## config.mk

```make
export PLATFORM = sky130hd
export DESIGN_NAME = sadd_word
export DESIGN_NICKNAME = d
export VERILOG_FILES = /design/src/rtl/sadd_word.sv
export SDC_FILE = /design/constraint.sdc
export NUM_CORES = 1
export LEC_CHECK = 0
export ABC_AREA = 1
export BUFFER_PORTS_ARGS = -buffer_cell sky130_fd_sc_hd__buf_2
export CAP_MARGIN = 20
export CORE_MARGIN = 5
export CORE_UTILIZATION = 50
export DETAILED_ROUTE_END_ITERATION = 10
export HOLD_SLACK_MARGIN = 0.15
export PLACE_DENSITY = 0.73
export SYNTH_ARGS = -nofsm -noshare
export SYNTH_HDL_FRONTEND = slang
export SYNTH_SLANG_ARGS = --single-unit
```

## constraint.sdc

```tcl
create_clock -name clk -period 1.7 [get_ports clk]
set_clock_uncertainty 0.1 [all_clocks]
set_input_delay 0.255 -clock clk [delete_from_list [all_inputs] [get_ports clk]]
set_output_delay 0.255 -clock clk [all_outputs]
set_load 0.02 [all_outputs]
```

## src/rtl/sadd_word.sv

```systemverilog
// Bit-serial word adder/subtractor: LSB-first operand bits, one beat per valid cycle.
// Ports: clk, rst (async high), start/sub, in_valid/a_i/b_i in; s_o/s_valid, busy, done, result, cout, ovf out.
module sadd_word #(
  parameter int WIDTH = 8
) (
  input  logic             clk,
  input  logic             rst,
  input  logic             start,
  input  logic             sub,
  input  logic             in_valid,
  input  logic             a_i,
  input  logic             b_i,
  output logic             s_o,
  output logic             s_valid,
  output logic             busy,
  output logic             done,
  output logic [WIDTH-1:0] result,
  output logic             cout,
  output logic             ovf
);

  localparam int CW = (WIDTH > 1) ? $clog2(WIDTH) : 1;

  typedef enum logic [1:0] {
    IDLE = 2'd0,
    RUN  = 2'd1,
    DONE = 2'd2
  } state_t;

  state_t         state;
  state_t         next;
  logic           mode;
  logic           carry;
  logic [CW-1:0]  cnt;
  logic           b_eff;
  logic           c_nxt;
  logic           last;
  logic           run;

  always_ff @(posedge clk or posedge rst) begin
    if (rst) state <= IDLE;
    else     state <= next;
  end

  always_comb begin
    next    = state;
    run     = 1'b0;
    busy    = 1'b0;
    done    = 1'b0;
    s_valid = 1'b0;
    unique case (state)
      IDLE: begin
        if (start) next = RUN;
      end
      RUN: begin
        run     = 1'b1;
        busy    = 1'b1;
        s_valid = in_valid;
        if (in_valid && last) next = DONE;
      end
      DONE: begin
        busy = 1'b1;
        done = 1'b1;
        next = IDLE;
      end
      default: next = IDLE;
    endcase
  end

  // Subtraction is A + ~B + 1: B is inverted and the carry preloaded with 1.
  assign b_eff = b_i ^ mode;
  assign s_o   = run & (a_i ^ b_eff ^ carry);
  assign c_nxt = (a_i & b_eff) | (a_i & carry) | (b_eff & carry);
  assign last  = (cnt == CW'(WIDTH - 1));

  always_ff @(posedge clk or posedge rst) begin
    if (rst) begin
      mode   <= 1'b0;
      carry  <= 1'b0;
      cnt    <= '0;
      result <= '0;
      cout   <= 1'b0;
      ovf    <= 1'b0;
    end else begin
      unique case (state)
        IDLE: begin
          if (start) begin
            mode  <= sub;
            carry <= sub;
            cnt   <= '0;
          end
        end
        RUN: begin
          if (in_valid) begin
            carry  <= c_nxt;
            result <= {s_o, result[WIDTH-1:1]};
            if (last) begin
              cout <= c_nxt;
              // Signed overflow: carry into the sign bit differs from carry out.
              ovf  <= carry ^ c_nxt;
            end else begin
              cnt <= cnt + 1'b1;
            end
          end
        end
        default: ;
      endcase
    end
  end

endmodule

```

==> results of run 1 <==
[placed cells by master, fill, tap and decap left out, drive strengths merged]
| cell | n |
|---|---|
| a31oi | 1 |
| o21ai | 6 |
| ha | 6 |
| dfrtp | 17 |
| xnor2 | 1 |
| buf | 24 |
| a21oi | 1 |
| or2 | 1 |
| inv | 13 |
| dlygate4sd3 | 3 |
| fa | 1 |
| nor2 | 1 |
| xor2 | 1 |
| clkbuf | 4 |
| nand3 | 7 |
| nand2 | 48 |
[layout make-up]
class	count	area (um^2)
fillers	167	583
well taps	25	31.3
multi-input cells	74	437
clock buffers	4	26.3
inverters	13	53.8
repair buffers	27	169
flip-flops and latches	17	427
[sequential cells by signal, summed over array words and instances, names as in the netlist]
name    cells
result      8
cnt         3
state       2
carry       1
cout        1
mode        1
ovf         1
[worst max-delay path, delay by kind of cell, from the launching register on]
| kind | cells | cell delay [ps] |
|---|---|---|
| DFF | 1 | 410 |
| buffers and inverters | 2 | 150 |
| xor gates and xnor gates | 1 | 160 |
| and+or+nand+nor | 1 | 60 |
| adders and majority gates | 1 | 500 |
[through the flow]
step                 util  power, W  setup slack [ps]  instances
detailed placement  0.602   0.00167              1.02        151
CTS                 0.654   0.00195              -257        159
global placement    0.602   0.00163              39.5        151
global route        0.662   0.00215              -325        160
floorplan               -   0.00141               143        105
finish              0.662   0.00198              -227        160
[worst paths after layout]
check	to	slack, ps	depth (start not counted)	startpoint
worst max-delay path	s_o	-230	5	mode
worst min-delay path	result[7]	150	3	in_valid
worst max register to register	cnt[1]	170	6	cnt[0]
worst min register to register	ovf	380	2	ovf
max in group asynchronous	state[0]	560	3	rst
min in group asynchronous	cnt[2]	490	3	rst
[logic make-up after synthesis]
| kind of cell | Yosys count | synth area share |
|---|---|---|
| and+or+nand+nor | 57 | 0.271 |
| DFF | 17 | 0.470 |
| buffers and inverters | 14 | 0.0719 |
| AOI/OAI and AO/OA | 8 | 0.0622 |
| adders and majority gates | 7 | 0.105 |
| xor gates and xnor gates | 2 | 0.0194 |
[power by group]
part / leakage, nW / internal, W / switching, W
Sequential: 0.222 / 0.000559 / 0.000122
Combinational: 0.438 / 0.000426 / 0.000663
Clock: 0.0150 / 0.0000912 / 0.000121
[metal layers]
metal	GRT usage	part of all wire	up-vias	wire length, um
met1	0.169	0.44	361	813
met5	0	0	-	0
li1	-	-	384	-
met2	0.279	0.50	29	909
met4	0.0766	0.010	0	19
met3	0.0256	0.048	2	87
[what timing repair did]
| item | in CTS | in global routing |
|---|---|---|
| hold endpoints to repair | 19 | 0 |
| hold buffers | 3 | 0 |
| pin swaps | 2 | 0 |
| resized for setup | 6 | 4 |
| setup buffers | 1 | 1 |
| endpoints found under the setup margin | 2 | 3 |
==> flow_metrics.env, run 1 <==
export IMPL_grt_use_total=0.153
export IMPL_syn_avg_cell_area_um2=8.62
export IMPL_placed_area_um2=1040
export IMPL_routed_wl_mm=1.83
export IMPL_synth_distinct_cells=21
export IMPL_crit_fanout=2
export IMPL_slew_viol_final=0
export IMPL_fmax_mhz=519
export IMPL_mappedNetlistNets=119
export IMPL_setup_viol=1
export IMPL_dr_pass1_iters=4
export IMPL_yosysTopAreaCell="dfrtp_1"
export IMPL_synth_area_leaders="dfrtp_1, nand2_1, ha_1"
export IMPL_status="finished, violations left"
export IMPL_antennaDiodeCount=0
export IMPL_drive_gt1_frac=0.319
export IMPL_dr_total_vias=776
export IMPL_place_congestion=0.731
export IMPL_yosysWarningCount=0
export IMPL_clock_root_buffer="clkbuf_4"
export IMPL_synth_seq_cells=17
export IMPL_port_buffers=20
export IMPL_cts_buffers=3
export IMPL_crit_path_end_kind="primary output"
export IMPL_via_per_inst=4.85
export IMPL_cp_data_arrival_time_ps=1570
export IMPL_clock_path_buffers=2
export IMPL_synth_most_common_cell="nand2_1"
export IMPL_violations="setup timing"
export IMPL_syn_inst=105
export IMPL_grt_pass1_wl_mm=3.08
export IMPL_dieArea_um2=2760
export IMPL_p_leak_nw=0.675
export IMPL_synthFlopType="dfrtp_1"
export IMPL_path_clk_slew_ps=90
export IMPL_io_pins=21
export IMPL_rsz0062_at_grt="true"
export IMPL_synth_top_area_frac=0.470
export IMPL_ctsHtreeMaxLevel=1
export IMPL_grt_max_degree=18
export IMPL_worstSetupStartpointType="register"
export IMPL_slew_headroom=0.571
export IMPL_period_share=1.13
export IMPL_cts_tree="yes"
export IMPL_synth_top_cells_by_count="nand2_1, dfrtp_1, inv_1, nand3_1, ha_1"
export IMPL_die_x_um=52.5
export IMPL_antenna_found_initial=0
export IMPL_crit_type="reg -> out"
export IMPL_grt_pass1_vias=764
export IMPL_initial_utilization=0.524
export IMPL_final_area_um2=1140
export IMPL_ir_drop_uv=958
export IMPL_crit_chain="xor2_2 > fa_1 > nand2_2 > inv_2 > buf_6"
export IMPL_worstHoldPathType="in -> reg"
export IMPL_finalWorstSetupSlack_ps=-227
export IMPL_rows=15
export IMPL_setup_tns_ps=-227
export IMPL_nNetsFinal=150
export IMPL_cap_violations=0
export IMPL_cp_required_ps=1340
export IMPL_drtIter0Drc=16
export IMPL_synth_area_um2=905
export IMPL_cp_slowest_cell="fa_1"
export IMPL_synth_edf_count=0
export IMPL_grt_overflow=0
export IMPL_worstMarginPinSlew_ps=642
export IMPL_critPathMaxStageDelay_ps=500
export IMPL_cts_sinks=17
export IMPL_synthArstFlopShare=1.00
export IMPL_area_delta_synth_final_pct=26.4
export IMPL_fin_crit_ps=1930
export IMPL_core_area_um2=1730
export IMPL_whs_ps=151
export IMPL_wl_per_cell_um=11.4
export IMPL_die_h_um=52.5
export IMPL_clk_insertion_delay_late_ps=290
export IMPL_drc=0
export IMPL_power_density_nw_per_um2=1730
export IMPL_dpl_hpwl_mm=1.32
export IMPL_hold_viol=0
export IMPL_drtAntennaViolNets=0
export IMPL_yosysSeqAreaShare=0.470
(Power assumes the default switching activity.)
==> run 2, diff against run 1 <==
--- a/config.mk
+++ b/config.mk
@@ -5,11 +5,11 @@
 export SDC_FILE = /design/constraint.sdc
 export NUM_CORES = 1
 export LEC_CHECK = 0
-export ABC_AREA = 1
 export BUFFER_PORTS_ARGS = -buffer_cell sky130_fd_sc_hd__buf_2
 export CAP_MARGIN = 20
 export CORE_MARGIN = 5
 export CORE_UTILIZATION = 50
+export CTS_CLUSTER_DIAMETER = 150
 export DETAILED_ROUTE_END_ITERATION = 10
 export HOLD_SLACK_MARGIN = 0.15
 export PLACE_DENSITY = 0.73
==> run 2 against run 1 <==
  * The run still ends with setup timing left
  * Routed wire length down 12%
  * Sequential share of layout area fell by 2.5 points
  * Utilization grew 6.1 points
  * Die area is 2.9% lower
  * Clock-buffer cell count down 1
  * Final cell count down 21%
  * Critical path depth fell by 1
  * Combinational power is 31% higher
  * Setup slack worse by 27 ps
  * Register-to-register slack worse by 90 ps
  * Highest routed layer unchanged
==> flow_metrics.env, run 2 <==
export IMPL_status="finished, violations left"
export IMPL_violations="setup timing"
export IMPL_grt_pass1_wl_mm=2.82
export IMPL_finalWorstSetupSlack_ps=-254
export IMPL_die_h_um=51.8
export IMPL_grt_max_degree=18
export IMPL_synth_top_area_frac=0.488
export IMPL_area_delta_synth_final_pct=40.0
export IMPL_cp_data_arrival_time_ps=1600
export IMPL_p_comb_frac=0.614
export IMPL_drive_gt1_frac=0.587
export IMPL_dieArea_um2=2680
export IMPL_wl_per_cell_um=12.8
export IMPL_cts_tree="yes"
export IMPL_fin_crit_ps=1950
export IMPL_hold_viol=0
export IMPL_regMostFlops="result"
export IMPL_setup_viol=1
export IMPL_cap_violations=0
export IMPL_ctsHtreeMaxLevel=1
export IMPL_placed_cells=108
export IMPL_dr_total_vias=614
export IMPL_yosysSeqAreaShare=0.488
export IMPL_instances_no_fill=126
export IMPL_final_common_cell="buf_2"
export IMPL_synthFlopType="dfrtp_1"
export IMPL_rows=15
export IMPL_cts_buffers=3
export IMPL_final_area_um2=1220
export IMPL_drtIter0Drc=0
export IMPL_die_x_um=51.8
export IMPL_p_clk_frac=0.095
export IMPL_nNetsFinal=124
export IMPL_syn_inst=67
export IMPL_clock_path_buffers=2
export IMPL_syn_avg_cell_area_um2=13.0
export IMPL_grt_pass1_vias=658
export IMPL_crit_type="reg -> out"
export IMPL_p_seq_frac=0.291
export IMPL_path_clk_slew_ps=100
export IMPL_cts_sinks=17
export IMPL_synthArstFlopShare=1.00
export IMPL_synth_area_leaders="dfrtp_1, mux2_2, ha_1"
export IMPL_ir_drop_uv=1050
export IMPL_grt_use_total=0.141
export IMPL_drtAntennaViolNets=0
export IMPL_worstSetupStartpointType="register"
export IMPL_io_pins=21
export IMPL_synth_edf_count=0
export IMPL_largest_reg_flops=8
export IMPL_synth_distinct_cells=22
export IMPL_whs_ps=228
export IMPL_crit_fanout=2
export IMPL_synth_most_common_cell="dfrtp_1"
export IMPL_period_share=1.15
export IMPL_cp_required_ps=1340
export IMPL_placed_area_um2=1020
export IMPL_clk_insertion_delay_late_ps=290
export IMPL_yosysTopAreaCell="dfrtp_1"
export IMPL_synth_seq_cells=17
export IMPL_rsz0062_at_grt="true"
export IMPL_crit_path_end_kind="primary output"
export IMPL_port_buffers=20
export IMPL_via_per_inst=4.87
export IMPL_power_density_nw_per_um2=1910
export IMPL_fmax_mhz=512
export IMPL_mappedNetlistNets=81
export IMPL_finalPower_w=0.00233
export IMPL_p_int_w=0.00143
export IMPL_worstHoldPathType="in -> reg"
export IMPL_synth_top_cells_by_count="dfrtp_1, mux2_2, inv_1, ha_1, nand2_1"
export IMPL_swShare=0.387
export IMPL_initial_utilization=0.516
export IMPL_dpl_hpwl_mm=1.10
export IMPL_clock_root_buffer="clkbuf_4"
export IMPL_synth_area_um2=872
export IMPL_antenna_found_initial=0
export IMPL_worstMarginPinSlew_ps=643
export IMPL_yosysWarningCount=0
export IMPL_p_leak_nw=0.618
export IMPL_core_area_um2=1690
export IMPL_dr_pass1_iters=1
export IMPL_setup_tns_ps=-254
export IMPL_place_congestion=0.740
export IMPL_routed_wl_mm=1.62
export IMPL_antennaDiodeCount=0
export IMPL_drc=0
export IMPL_grt_overflow=0
export IMPL_largest_registers="result (8), cnt (3), state (2)"
export IMPL_p_sw_w=0.000902
export IMPL_mostFrequentLayoutCells="buf_2, dfrtp_1, buf_4"
export IMPL_slew_headroom=0.571
export IMPL_slew_viol_final=0
==> run 2: cell families (layout without fill, tap and decap cells) <==
group                    Yosys count  in the layout  share of synthesized area
flip-flops                        17             17                      0.488
multiplexers                      16             16                      0.211
AND/OR/NAND/NOR                   11             11                     0.0689
buffers and inverters              8             50                     0.0430
adder cells (fa/ha/maj)            7              7                      0.109
AO/OA/AOI/OAI                      6              6                     0.0603
XOR/XNOR                           2              2                     0.0201
==> run 2: critical path, stage by stage, from the launching register on <==
cell	delay [ps]
dfrtp_1	400
xor2_1	160
fa_1	450
and2_4	180
buf_6	120
==> run 2: power by group through the flow <==
stage	registers (W)	clock network (W)	logic, W
after detailed placement	0.000692	0	0.00109
after floorplan	0.000794	0	0.000694
after global placement	0.000683	0	0.00106
final	0.000679	0.000222	0.00143
after CTS	0.000682	0.000228	0.00133
after global routing	0.000704	0.000248	0.00156
==> run 2: per-stage QoR <==
| step | setup WS [ps] | util |
|---|---|---|
| 2_1_floorplan | 47.1 | - |
| 6_report | -254 | 0.723 |
| 4_1_cts | -283 | 0.688 |
| 5_1_grt | -344 | 0.723 |
| 3_5_place_dp | 20.5 | 0.604 |
| 3_3_place_gp | 45.5 | 0.604 |
==> run 2: worst paths after layout <==
kind,startpoint,end,slack (ps),depth (start not counted)
min reg2reg,result[0],result[0],410,1
min,start,mode,230,3
min in group asynchronous,rst,result[1],490,3
max reg2reg,state[0],cnt[0],80,6
max,mode,s_o,-250,4
max in group asynchronous,rst,cnt[2],600,3
==> run 2: what timing repair did <==
item                                    in CTS  in global routing
resized for setup                           12                  4
pin swaps                                    0                  3
hold endpoints to repair                    18                  0
endpoints found under the setup margin       2                  8
hold buffers                                 2                  0
buffers inserted                             5                  7
==> run 2: layer usage <==
layer | wire [um] | global-route usage | part of all wire
met5 | 0 | 0 | 0
met1 | 712 | 0.179 | 0.44
met3 | 76 | 0.0344 | 0.047
met2 | 811 | 0.231 | 0.50
met4 | 15 | 0.0524 | 0.0093
==> run 2: final cells by class <==
| cell class | count | area (um^2) |
|---|---|---|
| Clock inverter | 1 | 5.00 |
| Inverter | 7 | 28.8 |
| Sequential cell | 17 | 425 |
| Tap cell | 17 | 21.3 |
| Fill cell | 115 | 468 |
| Multi-Input combinational cell | 42 | 454 |
| Timing Repair Buffer | 39 | 264 |
| Clock buffer | 3 | 22.5 |
